===== config.mk =====
export PLATFORM = sky130hd
export DESIGN_NAME = store_monitor
export DESIGN_NICKNAME = d
export VERILOG_FILES = /design/src/rtl/store_monitor.sv
export SDC_FILE = /design/constraint.sdc
export NUM_CORES = 1
export LEC_CHECK = 0
export CAP_MARGIN = 0
export CORE_ASPECT_RATIO = 0.9
export CORE_UTILIZATION = 38
export DETAILED_ROUTE_END_ITERATION = 8
export PLACE_DENSITY = 0.89
export RECOVER_POWER = 100
export SYNTH_ARGS = -nofsm -noshare
export SYNTH_HDL_FRONTEND = slang
export SYNTH_SLANG_ARGS = --single-unit
export TNS_END_PERCENT = 30

===== constraint.sdc =====
create_clock -name clk -period 2.6 [get_ports clk]
set_clock_uncertainty 0.1 [all_clocks]
set_input_delay 0.65 -clock clk [delete_from_list [all_inputs] [get_ports clk]]
set_output_delay 0.65 -clock clk [all_outputs]
set_load 0.02 [all_outputs]

===== src/rtl/store_monitor.sv =====
// store_monitor: watches processor stores and reports pass, fail or timeout.
// Optional 4-entry store log, enabled by defining STORE_LOG_EN.
module store_monitor #(
  parameter logic [31:0] PASS_ADR  = 32'd84,
  parameter logic [31:0] PASS_DATA = 32'hFFFF_FFC0,
  parameter logic [31:0] ALLOW_ADR = 32'd80,
  parameter logic [15:0] TIMEOUT   = 16'd1000
) (
  input  logic        clk,
  input  logic        reset,
  input  logic        memwrite,
  input  logic [31:0] dataadr,
  input  logic [31:0] writedata,
  output logic        done,
  output logic        pass,
  output logic        fail,
  output logic [1:0]  fail_code,
  output logic [7:0]  store_count
`ifdef STORE_LOG_EN
  ,
  input  logic        log_rd,
  output logic        log_valid,
  output logic [31:0] log_adr,
  output logic [31:0] log_data,
  output logic        log_ovf
`endif
);

  typedef enum logic [1:0] {RUN, PASS, FAIL, TMO} state_t;

  localparam logic [1:0] CODE_NONE = 2'b00;
  localparam logic [1:0] CODE_ADR  = 2'b01;
  localparam logic [1:0] CODE_DATA = 2'b10;
  localparam logic [1:0] CODE_TMO  = 2'b11;

  state_t      state;
  state_t      state_next;
  logic [1:0]  code_next;
  logic [15:0] cycle_count;
  logic        store_in_run;
  logic        timeout_hit;

  assign store_in_run = (state == RUN) && memwrite;
  assign timeout_hit  = (cycle_count == (TIMEOUT - 16'd1));

  always_ff @(posedge clk) begin
    if (reset) begin
      state     <= RUN;
      fail_code <= CODE_NONE;
    end else begin
      state     <= state_next;
      fail_code <= code_next;
    end
  end

  // A store on the timeout cycle wins; address/data are only looked at under memwrite.
  always_comb begin
    state_next = state;
    code_next  = fail_code;
    if (state == RUN) begin
      if (memwrite) begin
        if (dataadr == PASS_ADR) begin
          if (writedata == PASS_DATA) begin
            state_next = PASS;
          end else begin
            state_next = FAIL;
            code_next  = CODE_DATA;
          end
        end else if (dataadr != ALLOW_ADR) begin
          state_next = FAIL;
          code_next  = CODE_ADR;
        end
      end else if (timeout_hit) begin
        state_next = TMO;
        code_next  = CODE_TMO;
      end
    end
  end

  always_ff @(posedge clk) begin
    if (reset) begin
      cycle_count <= '0;
    end else if (state == RUN) begin
      cycle_count <= cycle_count + 16'd1;
    end
  end

  always_ff @(posedge clk) begin
    if (reset) begin
      store_count <= '0;
    end else if (store_in_run && (store_count != 8'hFF)) begin
      store_count <= store_count + 8'd1;
    end
  end

  assign pass = (state == PASS);
  assign fail = (state == FAIL) || (state == TMO);
  assign done = pass | fail;

`ifdef STORE_LOG_EN
  logic [63:0] log_mem [4];
  logic [1:0]  wr_ptr;
  logic [1:0]  rd_ptr;
  logic [2:0]  log_count;
  logic        log_full;
  logic        log_push;
  logic        log_pop;

  assign log_full = (log_count == 3'd4);
  assign log_pop  = log_rd && (log_count != 3'd0);
  // A full log still accepts a store when the oldest entry leaves in the same cycle.
  assign log_push = store_in_run && (!log_full || log_pop);

  always_ff @(posedge clk) begin
    if (log_push) begin
      log_mem[wr_ptr] <= {dataadr, writedata};
    end
  end

  always_ff @(posedge clk) begin
    if (reset) begin
      wr_ptr    <= '0;
      rd_ptr    <= '0;
      log_count <= '0;
      log_ovf   <= 1'b0;
    end else begin
      if (log_push) begin
        wr_ptr <= wr_ptr + 2'd1;
      end
      if (log_pop) begin
        rd_ptr <= rd_ptr + 2'd1;
      end
      if (store_in_run && log_full && !log_pop) begin
        log_ovf <= 1'b1;
      end
      case ({log_push, log_pop})
        2'b10:   log_count <= log_count + 3'd1;
        2'b01:   log_count <= log_count - 3'd1;
        default: log_count <= log_count;
      endcase
    end
  end

  assign log_valid           = (log_count != 3'd0);
  assign {log_adr, log_data} = log_mem[rd_ptr];
`else
  // Without the log the monitor carries no extra storage.
`endif

endmodule


### Word level (Yosys, flattened, before mapping)

Cells that the tools add are included.
W data, S select, Z words.

* bits in registers: 28
* bits of input ports: 67
* output and inout port bits: 13
* word-level logic and storage cells: 33

* $add $sub $neg: 2
* eq/ne operators: 10
* mux-type cells: 9
* bitwise logic cells: 1
* reductions and logical operators: 7

Operator list (number)
* $eq A32 B32 Y1 const B: 1
* $eq A32 B7 Y1 const B: 1
* $ne A32 B7 Y1 const B: 1
* $mux W2: 9
* $add A16 B1 Y16 const B: 1
* $eq A16 B10 Y1 const B: 1
* $add A8 B1 Y8 const B: 1
* $ne A8 B8 Y1 const B: 1
* $eq A2 B2 Y1 const B: 2
* $reduce_and A4 Y1: 1
* $ne A3 B1 Y1 const B: 1
* $ne A3 B3 Y1 const B: 1
* $reduce_and A3 Y1: 1
* $eq A2 B1 Y1 const B: 1
* $logic_and A1 B1 Y1: 2
* $logic_not A2 Y1: 1
* $reduce_bool A2 Y1: 1
* $logic_or A1 B1 Y1: 1
* $or A1 B1 Y1: 1

### Logic depth before layout (Yosys ltp)

Gate-level depths: netlist (run 1).

* depth in word-level cells: 4
* gate-level depth with buffers: 6
* depth with buffers taken out: 6

### Worst setup path after synthesis (run 1)

OpenSTA, ideal clock, no wires.

* path kind: input -> register
* start point: in writedata[1]
* end point: reg fail_code[1]
* arrival: 1.993 ns
* required time: 2.370 ns
* path slack: 0.377 ns
* stages on the path: 5
* cells stage by stage: or4b_2 -> nor4_1 -> nand4_1 -> o211ai_2 -> a2111oi_2

* longest elaborated chain between the ends: 3

Ends and longest elaborated chain
* start, declared: line 13 `input logic [31:0] writedata,`
* $eq A32 B32 Y1: line 63 `if (writedata == PASS_DATA) begin`
* $ne A3 B3 Y1 (no line)
* $reduce_and A4 Y1 (no line)
* end signal, assigned: line 52 `fail_code <= code_next;`
* end, declared: line 17 `output logic [1:0] fail_code,`

No other way between the ends.
A chain may end at the register's enable or synchronous reset.

### Worst setup path in the final report (run 1)

Same ends and word-level chain as after synthesis.

==> key figures, run 1 <==
Outcome
  – Status: complete, no violations

Floorplan
  – Die X: 67.3 um
  – Initial core utilization: 0.413
  – Row count: 20
  – Die area: 0.00408 sq mm
  – Ports: 80
  – Die height: 60.7 um
  – Core box area: 0.00353 sq mm

Synth
  – Synth Area per Inst: 8.32 sq um
  – Yosys cell types: 38
  – Synth Flop Type: dfxtp_1
  – Yosys warns: 0
  – Seq/Total Area, Yosys: 0.385
  – Syn Nets: 244
  – Post-synth ARST share: 0
  – Mapped Area: 0.00146 sq mm
  – Cell count after synthesis: 175
  – Yosys reg bits: 28
  – Post-synth EDFFs: 0

Run
  – MaxCap Viol Count: 0

STA
  – Hold Fails Final Rpt: 0
  – Max_slew headroom: 0.623
  – RSZ-0062 raised after global routing: false
  – Highest clock rate: 0.407 GHz
  – Fin. max-slew vios: 0
  – Part of the cycle the worst path needs: 0.946
  – # setup viols final: 0
  – Minimum clock period: 2.46 ns
  – Worst-Margin Slew: 0.563 ns
  – Setup TNS: 0 ns

Setup path
  – Kind of critical path: in -> reg
  – Worst Path Arrival: 2.52 ns
  – Critical path peak fanout: 3
  – Crit end category: flop
  – CP required: 2.66 ns
  – Worst Setup Start Kind: input port

Clock network
  – Num Clock Sinks: 28
  – Clk root buf: clkbuf_8
  – H-Tree Depth: 1
  – Clock tree buffer depth: 2
  – CTS clk-pin slew, worst paths: 0.10 ns
  – Post-CTS Hold Buffers: 0
  – Worst-Skew Late Latency: 0.27 ns
  – CTS tree: yes
  – Setup bufs post-CTS: 0
  – Post-CTS Resized: 0
  – Num CTS Buffers: 3

GRT
  – First-pass GRT wire length: 7.00 mm
  – Congestion Overflow GR: 0
  – Initial antenna violation count: 0
  – Vias in the first global route: 1,556
  – Largest net degree at the start of global routing: 18
  – Tot GR Track Use: 0.228

Placement
  – Port-buffer cells: 79
  – Dpl hpwl: 3.25 mm
  – RePlAce Congestion: 0.823

Drt
  – Iteration-0 DRC Markers: 57
  – Routed wire length: 4.17 mm
  – Via count: 1,552
  – Remaining antenna violation count: 0
  – Drt first pass iters: 5
  – Via density: 5.17
  – WL/cell: 13.9 um
  – Drt drc: 0

Pwr
  – Overall power: 0.909 mW
  – PD cells: 385 mW/mm^2
  – Leakage power: 0.827 nW
  – Max VDD drop: 0.000273 V

Final layout
  – Share of layout cells above drive strength 1: 0.0664
  – Final nets: 327
  – Ant diodes: 0
  – Area grow syn2layout: 62.2%
  – Filler cells: 293

Hold path
  – Min-Delay Path Class: reg -> reg
==> synth_stat cells (2+ instances only) <==
master    count  area share
nand4_1      12       0.052
xnor2_1      11       0.066
dfxtp_1      28        0.38
or3_1         3       0.013
o21ai_0       4       0.014
clkbuf_1      3      0.0077
nor3b_1       2       0.010
nor4_1        9       0.039
nor2_1       23       0.059
and4_2        2       0.014
or4b_2        2       0.014
nand3_1      10       0.034
inv_1         8       0.021
and2_1        2      0.0086
xor2_1        8       0.048
nor3_1        7       0.024
ha_1          2       0.017
a21oi_1       7       0.024
nand2_1      13       0.034
==> registers in the layout (all words and copies together) (netlist names) <==
| signal | count |
|---|---|
| state | 2 |
| store_count | 8 |
| cycle_count | 16 |
| fail_code | 2 |
==> placed cells by master (no fill, tap or decap), drive strengths merged, types with 8 or more instances in the layout <==
master,count
xor2,8
nand3,10
dfxtp,28
nand4,12
inv,8
nor4,10
clkdlybuf4s50,64
xnor2,11
dlygate4sd3,15
nor2,24
nand2,13
==> worst paths after layout <==
kind / start / to / slack [ns] / cells past startpoint
setup / recovery: writedata[1] / fail_code[1] / 0.14 / 6
hold / removal: cycle_count[1] / cycle_count[1] / 0.38 / 2
setup reg to reg: cycle_count[14] / fail_code[1] / 0.59 / 5
hold reg to reg: cycle_count[1] / cycle_count[1] / 0.38 / 2
==> cell type report <==
class,count,area (sq um),area share
Clock buffer,3,41.3,0.0175
Multi-Input combinational cell,135,853,0.361
Sequential cell,28,561,0.237
Tap cell,44,55.1,0.0233
Timing Repair Buffer,82,822,0.348
Inverter,8,30.0,0.0127
==> report_power, final <==
part	switching [mW]	total (mW)	internal (mW)
Clock	0.130	0.234	0.104
Sequential	0.0146	0.459	0.444
Combinational	0.0808	0.216	0.135
==> per-layer routing <==
metal | track usage | part of all wire
met1 | 0.278 | 0.46
met3 | 0.0508 | 0.038
met4 | 0.0608 | 0.013
met2 | 0.406 | 0.49
met5 | 0 | 0
==> worst max-delay path, stage by stage <==
cell and delay, ns:
clkdlybuf4s50_1 0.39, or4b_2 0.67, nor4_2 0.29, nand4_1 0.18, o211ai_2 0.24, a2111oi_2 0.10
==> kinds of logic after synthesis <==
logic type	after synthesis	share of synthesized area
adder cells (fa/ha/maj)	2	0.0172
AO/OA/AOI/OAI	19	0.0885
flip-flops	28	0.385
XOR/XNOR	19	0.114
AND/OR/NAND/NOR	95	0.362
buffers and inverters	12	0.0335
==> stage by stage <==
stage | hold slack (ns) | setup slack (ns) | util | cell area (sq um) | cells
global placement | 0.359 | -0.191 | 0.657 | 2320 | 297
CTS | 0.382 | 0.0522 | 0.669 | 2360 | 300
finish | 0.380 | 0.141 | 0.670 | 2360 | 300
detailed placement | 0.369 | -0.232 | 0.657 | 2320 | 297
floorplan | 0.348 | 0.377 | - | 1460 | 175
global route | 0.419 | 0.00128 | 0.670 | 2360 | 300
Note: power is estimated with default switching activity, not from simulation.
==> inputs of run 2 (changes only) <==
--- a/config.mk
+++ b/config.mk
@@ -9,6 +9,7 @@
 export CORE_ASPECT_RATIO = 0.9
 export CORE_UTILIZATION = 38
 export DETAILED_ROUTE_END_ITERATION = 8
+export HOLD_SLACK_MARGIN = 0.1
 export PLACE_DENSITY = 0.89
 export RECOVER_POWER = 100
 export SYNTH_ARGS = -nofsm -noshare
==> results of run 2 <==
The final DEF is identical to that of run 1; final timing and power are the same.
